$ cat src/rtl/piso_shift_tx.sv
// Parallel-in serial-out transmitter: a word loaded via valid/ready handshake
// is shifted out one bit per clk edge, with seamless back-to-back frames and a shift_en stall.
module piso_shift_tx #(
  parameter int WIDTH     = 8,
  parameter int MSB_FIRST = 1
) (
  input  logic             clk,
  input  logic             clr,
  input  logic [WIDTH-1:0] din,
  input  logic             load_valid,
  output logic             load_ready,
  input  logic             shift_en,
  output logic             sout,
  output logic             sout_valid,
  output logic             frame_start,
  output logic             done
);

  localparam int CW = (WIDTH > 2) ? $clog2(WIDTH) : 1;
  localparam logic [CW-1:0] LAST_CNT = CW'(WIDTH - 1);

  typedef enum logic {IDLE, SHIFT} state_t;

  state_t           state_q, state_d;
  logic [WIDTH-1:0] sreg_q, sreg_d;
  logic [CW-1:0]    cnt_q, cnt_d;
  logic [WIDTH-1:0] sreg_shifted;

  assign sreg_shifted = (MSB_FIRST != 0) ? {sreg_q[WIDTH-2:0], 1'b0}
                                         : {1'b0, sreg_q[WIDTH-1:1]};

  always_ff @(posedge clk or posedge clr) begin
    if (clr) begin
      state_q <= IDLE;
      sreg_q  <= '0;
      cnt_q   <= '0;
    end else begin
      state_q <= state_d;
      sreg_q  <= sreg_d;
      cnt_q   <= cnt_d;
    end
  end

  // The last bit of a frame may hand straight over to the next word when
  // load_valid is present, which is what keeps back-to-back frames gap-free.
  always_comb begin
    state_d = state_q;
    sreg_d  = sreg_q;
    cnt_d   = cnt_q;
    unique case (state_q)
      IDLE: begin
        if (load_valid) begin
          sreg_d  = din;
          cnt_d   = LAST_CNT;
          state_d = SHIFT;
        end
      end
      SHIFT: begin
        if (shift_en) begin
          if (cnt_q != '0) begin
            sreg_d = sreg_shifted;
            cnt_d  = cnt_q - CW'(1);
          end else if (load_valid) begin
            sreg_d = din;
            cnt_d  = LAST_CNT;
          end else begin
            state_d = IDLE;
          end
        end
      end
      default: state_d = IDLE;
    endcase
  end

  assign sout_valid  = (state_q == SHIFT);
  assign sout        = sout_valid ? ((MSB_FIRST != 0) ? sreg_q[WIDTH-1] : sreg_q[0]) : 1'b0;
  assign frame_start = sout_valid && (cnt_q == LAST_CNT);
  assign done        = sout_valid && (cnt_q == '0);
  assign load_ready  = (state_q == IDLE) || (sout_valid && (cnt_q == '0) && shift_en);

endmodule

$ cat config.mk
export PLATFORM = sky130hd
export DESIGN_NAME = piso_shift_tx
export DESIGN_NICKNAME = d
export VERILOG_FILES = /design/src/rtl/piso_shift_tx.sv
export SDC_FILE = /design/constraint.sdc
export NUM_CORES = 1
export LEC_CHECK = 0
export ABC_CLOCK_PERIOD_IN_PS = 3800
export CELL_PAD_IN_SITES_DETAIL_PLACEMENT = 1
export CELL_PAD_IN_SITES_GLOBAL_PLACEMENT = 2
export CORE_ASPECT_RATIO = 1.25
export CORE_MARGIN = 4
export CORE_UTILIZATION = 31
export CTS_CLUSTER_SIZE = 16
export DETAILED_ROUTE_END_ITERATION = 8
export PLACE_DENSITY = 0.81
export SYNTH_ARGS = -nofsm -noshare
export SYNTH_HDL_FRONTEND = slang
export SYNTH_SLANG_ARGS = --single-unit
export TNS_END_PERCENT = 50
$ cat constraint.sdc
create_clock -name clk -period 3.8 [get_ports clk]
set_clock_uncertainty 0.2 [all_clocks]
set_input_delay 1.14 -clock clk [delete_from_list [all_inputs] [get_ports clk]]
set_output_delay 1.14 -clock clk [all_outputs]
set_load 0.005 [all_outputs]
==> results of run 1 <==
## final timing paths
check | endpoint | cells after the start
hold / removal | sreg_q[0] | 1
max in group asynchronous | sreg_q[5] | 2
hold reg to reg | sreg_q[0] | 1
min in group asynchronous | cnt_q[0] | 2
setup reg to reg | sreg_q[5] | 7
setup / recovery | load_ready | 4
## worst reg2reg max path, cell delays in order, from the launching register on
cell and delay, ps:
dfrtp_1 380, inv_1 110, ha_1 260, nand2b_4 90
o21ai_2 140, buf_4 160, nand2_2 80, o221a_1 270
## power by group through the flow
stage	clock network, W	registers (W)	logic (W)
3_5_place_dp	0	0.000200	0.000190
4_1_cts	0.0000796	0.000198	0.000191
6_report	0.0000767	0.000197	0.000187
3_3_place_gp	0	0.000198	0.000187
2_1_floorplan	0	0.000192	0.000127
5_1_grt	0.0000883	0.000204	0.000208
## kinds of logic after synthesis
logic type / after synthesis / synth area share (%)
AOI/OAI and AO/OA: 16 / 24.0
and+or+nand+nor: 16 / 17.4
DFF: 12 / 46.5
buffers and inverters: 6 / 4.65
adders and majority gates: 3 / 5.81
muxes: 1 / 1.55
## registers in the layout, summed over array words and instances, names as in the netlist
name and count:
cnt_q 3, sreg_q 8, sout_valid 1
## cells in the final DEF (no fill, tap or decap)
| cell | n |
|---|---|
| and3_4 | 1 |
| mux2i_1 | 1 |
| inv_2 | 1 |
| buf_4 | 2 |
| a41oi_1 | 1 |
| dfrtp_1 | 12 |
| o21bai_1 | 1 |
| a221o_1 | 3 |
| and2_4 | 1 |
| o22ai_2 | 1 |
| nand2_2 | 1 |
| a2bb2oi_2 | 1 |
| o21ai_2 | 1 |
| nand2b_4 | 1 |
| a32o_1 | 1 |
| and3_2 | 1 |
| a21oi_1 | 1 |
| a22oi_1 | 1 |
| and3_1 | 3 |
| nand2_1 | 1 |
| clkbuf_4 | 3 |
| nand2b_1 | 5 |
| clkdlybuf4s50_1 | 16 |
| ha_1 | 3 |
| nor2_1 | 1 |
| o21ai_0 | 1 |
| o221a_1 | 4 |
| and2_2 | 1 |
| inv_1 | 4 |
## stage by stage
step                      setup slack (ps)  power [W]  cell area, um^2
after floorplan                       1060   0.000319              646
after global placement                85.4   0.000385              835
after detailed placement              85.1   0.000390              835
after CTS                             74.4   0.000469              857
after global routing                  31.1   0.000500              857
final                                 93.8   0.000462              857
## layout make-up
type | instances | area share (%)
Timing Repair Buffer | 18 | 20.4
Inverter | 5 | 2.19
Clock buffer | 3 | 2.63
Sequential cell | 12 | 35.0
Multi-Input combinational cell | 36 | 36.8
Tap cell | 20 | 2.92
## metal layers
metal / share of wire [%] / vias to the layer above
met1: 44 / 255
met5: 0 / -
met2: 49 / 13
met4: 2.1 / 0
li1: - / 240
met3: 5.0 / 4
==> flow_metrics.py, run 1 <==
metrics = {
    "sta": {
        "worst_slew_pin_tran_ps": 449,
        "timing_hold_violations_final": 0,
        "grt_setup_unrepaired": "false",
        "finalSetupViolations": 0,
        "finalHoldWorstSlack_ps": 305,
        "setup-tns-final_ps": 0,
        "final.period_utilization_pct": 97.5,
        "timing.slew.headroom_pct": 70.0,
        "final_period_minus_worst_setup_slack_ps": 3710,
        "fmax_mhz": 270,
        "number_of_pins_with_negative_max_slew_slack_in_the_final_report": 0,
    },
    "worst_setup_path": {
        "startpoint_of_the_worst_setup_timing_path": "shift_en",
        "critPathMaxStageDelay_ps": 520,
        "worst_ep_arrival_time_ps": 2370,
        "critical_path.n_buffers_inverters": 3,
        "crit_path_start_kind": "input port",
        "critPathMaxFanout": 2,
        "setup_crit_path_kind": "in -> out",
        "cpLargestDelayFamily": "buffers and inverters",
        "crit_path_cell_trace": "clkdlybuf4s50_1 > inv_2 > o21ai_2 > clkdlybuf4s50_1",
        "most_frequent_cell_on_the_critical_path": "clkdlybuf4s50_1",
        "timing.rr.start": "cnt_q[0]",
        "end_kind": "output port",
        "reg2reg_setup_slack_ps": 2010,
        "required_ps": 2460,
        "crit_path_top_delay_cell": "clkdlybuf4s50_1",
    },
    "yosys": {
        "synth_seq_area_share_pct": 46.5,
        "synth-edff-count": 0,
        "synth.ff_latch_count": 12,
        "netlist_top_cells_area": "dfrtp_1 47%, o221a_1 7.0%, ha_1 5.8%",
        "mappedNetlistNets": 69,
        "most_frequently_used_cell_type_in_the_post_synthesis_netlist": "dfrtp_1",
        "synth_top_cell_by_area": "dfrtp_1",
        "ys_warn_count": 0,
        "synth.cells.most_frequent": "12 x dfrtp_1, 5 x nand2b_1, 4 x inv_1, 4 x o221a_1",
        "post_synth_num_cell_types": 27,
        "synth.avg_cell_area_um2": 12.0,
        "dominantRegCellSynth": "dfrtp_1",
        "syn-cell-area_um2": 646,
        "post_syn_instances": 54,
        "netlist.area_leader.share_pct": 46.5,
        "synth_async_sr_flop_share_pct": 100,
    },
    "detailed_routing": {
        "detailedRoute.firstIterationViolations": 7,
        "avgViaCountPerCell": 5.45,
        "detail_route.wl_per_cell_um": 15.0,
        "route.final.wire_length_um": 1410,
        "ant_nets": 0,
        "detail_route.drc_violations": 0,
        "via_count": 512,
        "dr.pass1.iters": 4,
    },
    "min_path": {
        "hold_path.startpoint": "sreg_q[0]",
        "hold_path.class": "reg -> reg",
    },
    "final_layout": {
        "seqCellArea_um2": 300,
        "diodes": 0,
        "filler_cell_count": 216,
        "drive_gt1_share_pct": 20.3,
        "multiInputGateArea_um2": 315,
        "fin_nets": 91,
        "syn2layout_area_growth_pct": 32.8,
        "final-instance-count-excl-fill": 94,
        "finish.utilization_pct": 43.2,
    },
    "die": {
        "io_pins": 17,
        "floorplan_core_area_um2": 1980,
        "die_width_um": 48.8,
        "die_area_um2": 2880,
        "chipHeight_um": 59.0,
        "start_util_pct": 32.6,
        "row_count": 18,
    },
    "grt": {
        "all_layer_global_routing_usage_pct": 10.8,
        "use_met3_pct": 2.52,
        "met2_usage_pct": 16.2,
        "met1_usage_pct": 13.5,
        "grt_antenna_before_repair": 0,
        "grt_max_degree": 13,
        "grt_first_pass_wirelength_um": 2340,
        "top_usage_layer": "met2",
        "grt-ovfl-total": 0,
        "grt_pass1_vias": 501,
    },
    "placed_design": {
        "dp.cells": 91,
        "gpl.final_weighted_congestion": 0.703,
        "placement.io_buffers": 16,
        "dp.final_hpwl_um": 1070,
    },
    "clocking": {
        "cts_max_level": 1,
        "worstSkewPairLatency_ps": 270,
        "clk_path_buf_depth": 2,
        "cts_post_setup_buffers_inserted": 0,
        "ctsHoldBuffers": 0,
        "numCtsBuffers": 3,
        "cts.sink_count": 12,
        "worst_setup_hold_path_clk_slew_ps": 70,
        "cts_resized": 0,
        "clk_root_buffer_cell": "clkbuf_4",
        "tritoncts": "built",
    },
    "power": {
        "vdd_drop_max_uv": 238,
        "clockPowerShare_pct": 16.6,
        "total_switching_power_w": 0.000140,
        "power_leakage_nw": 0.397,
        "seqPwrFrac_pct": 42.8,
        "power.density_nw_per_um2": 539,
        "comb_power_share_pct": 40.6,
        "power.share.switching_pct": 30.3,
        "internal_pwr_total_w": 0.000322,
    },
    "outcome": {
        "run_status": "complete, no violations",
    },
    "run": {
        "maxCapViolations": 0,
    },
}
Note: power is estimated with default switching activity, not from simulation.
==> run 2: changes to the inputs <==
Settings changed: CAP_MARGIN from default to 30.
==> results of run 2 <==
No change in the layout: final DEF, timing and power equal those of run 1.
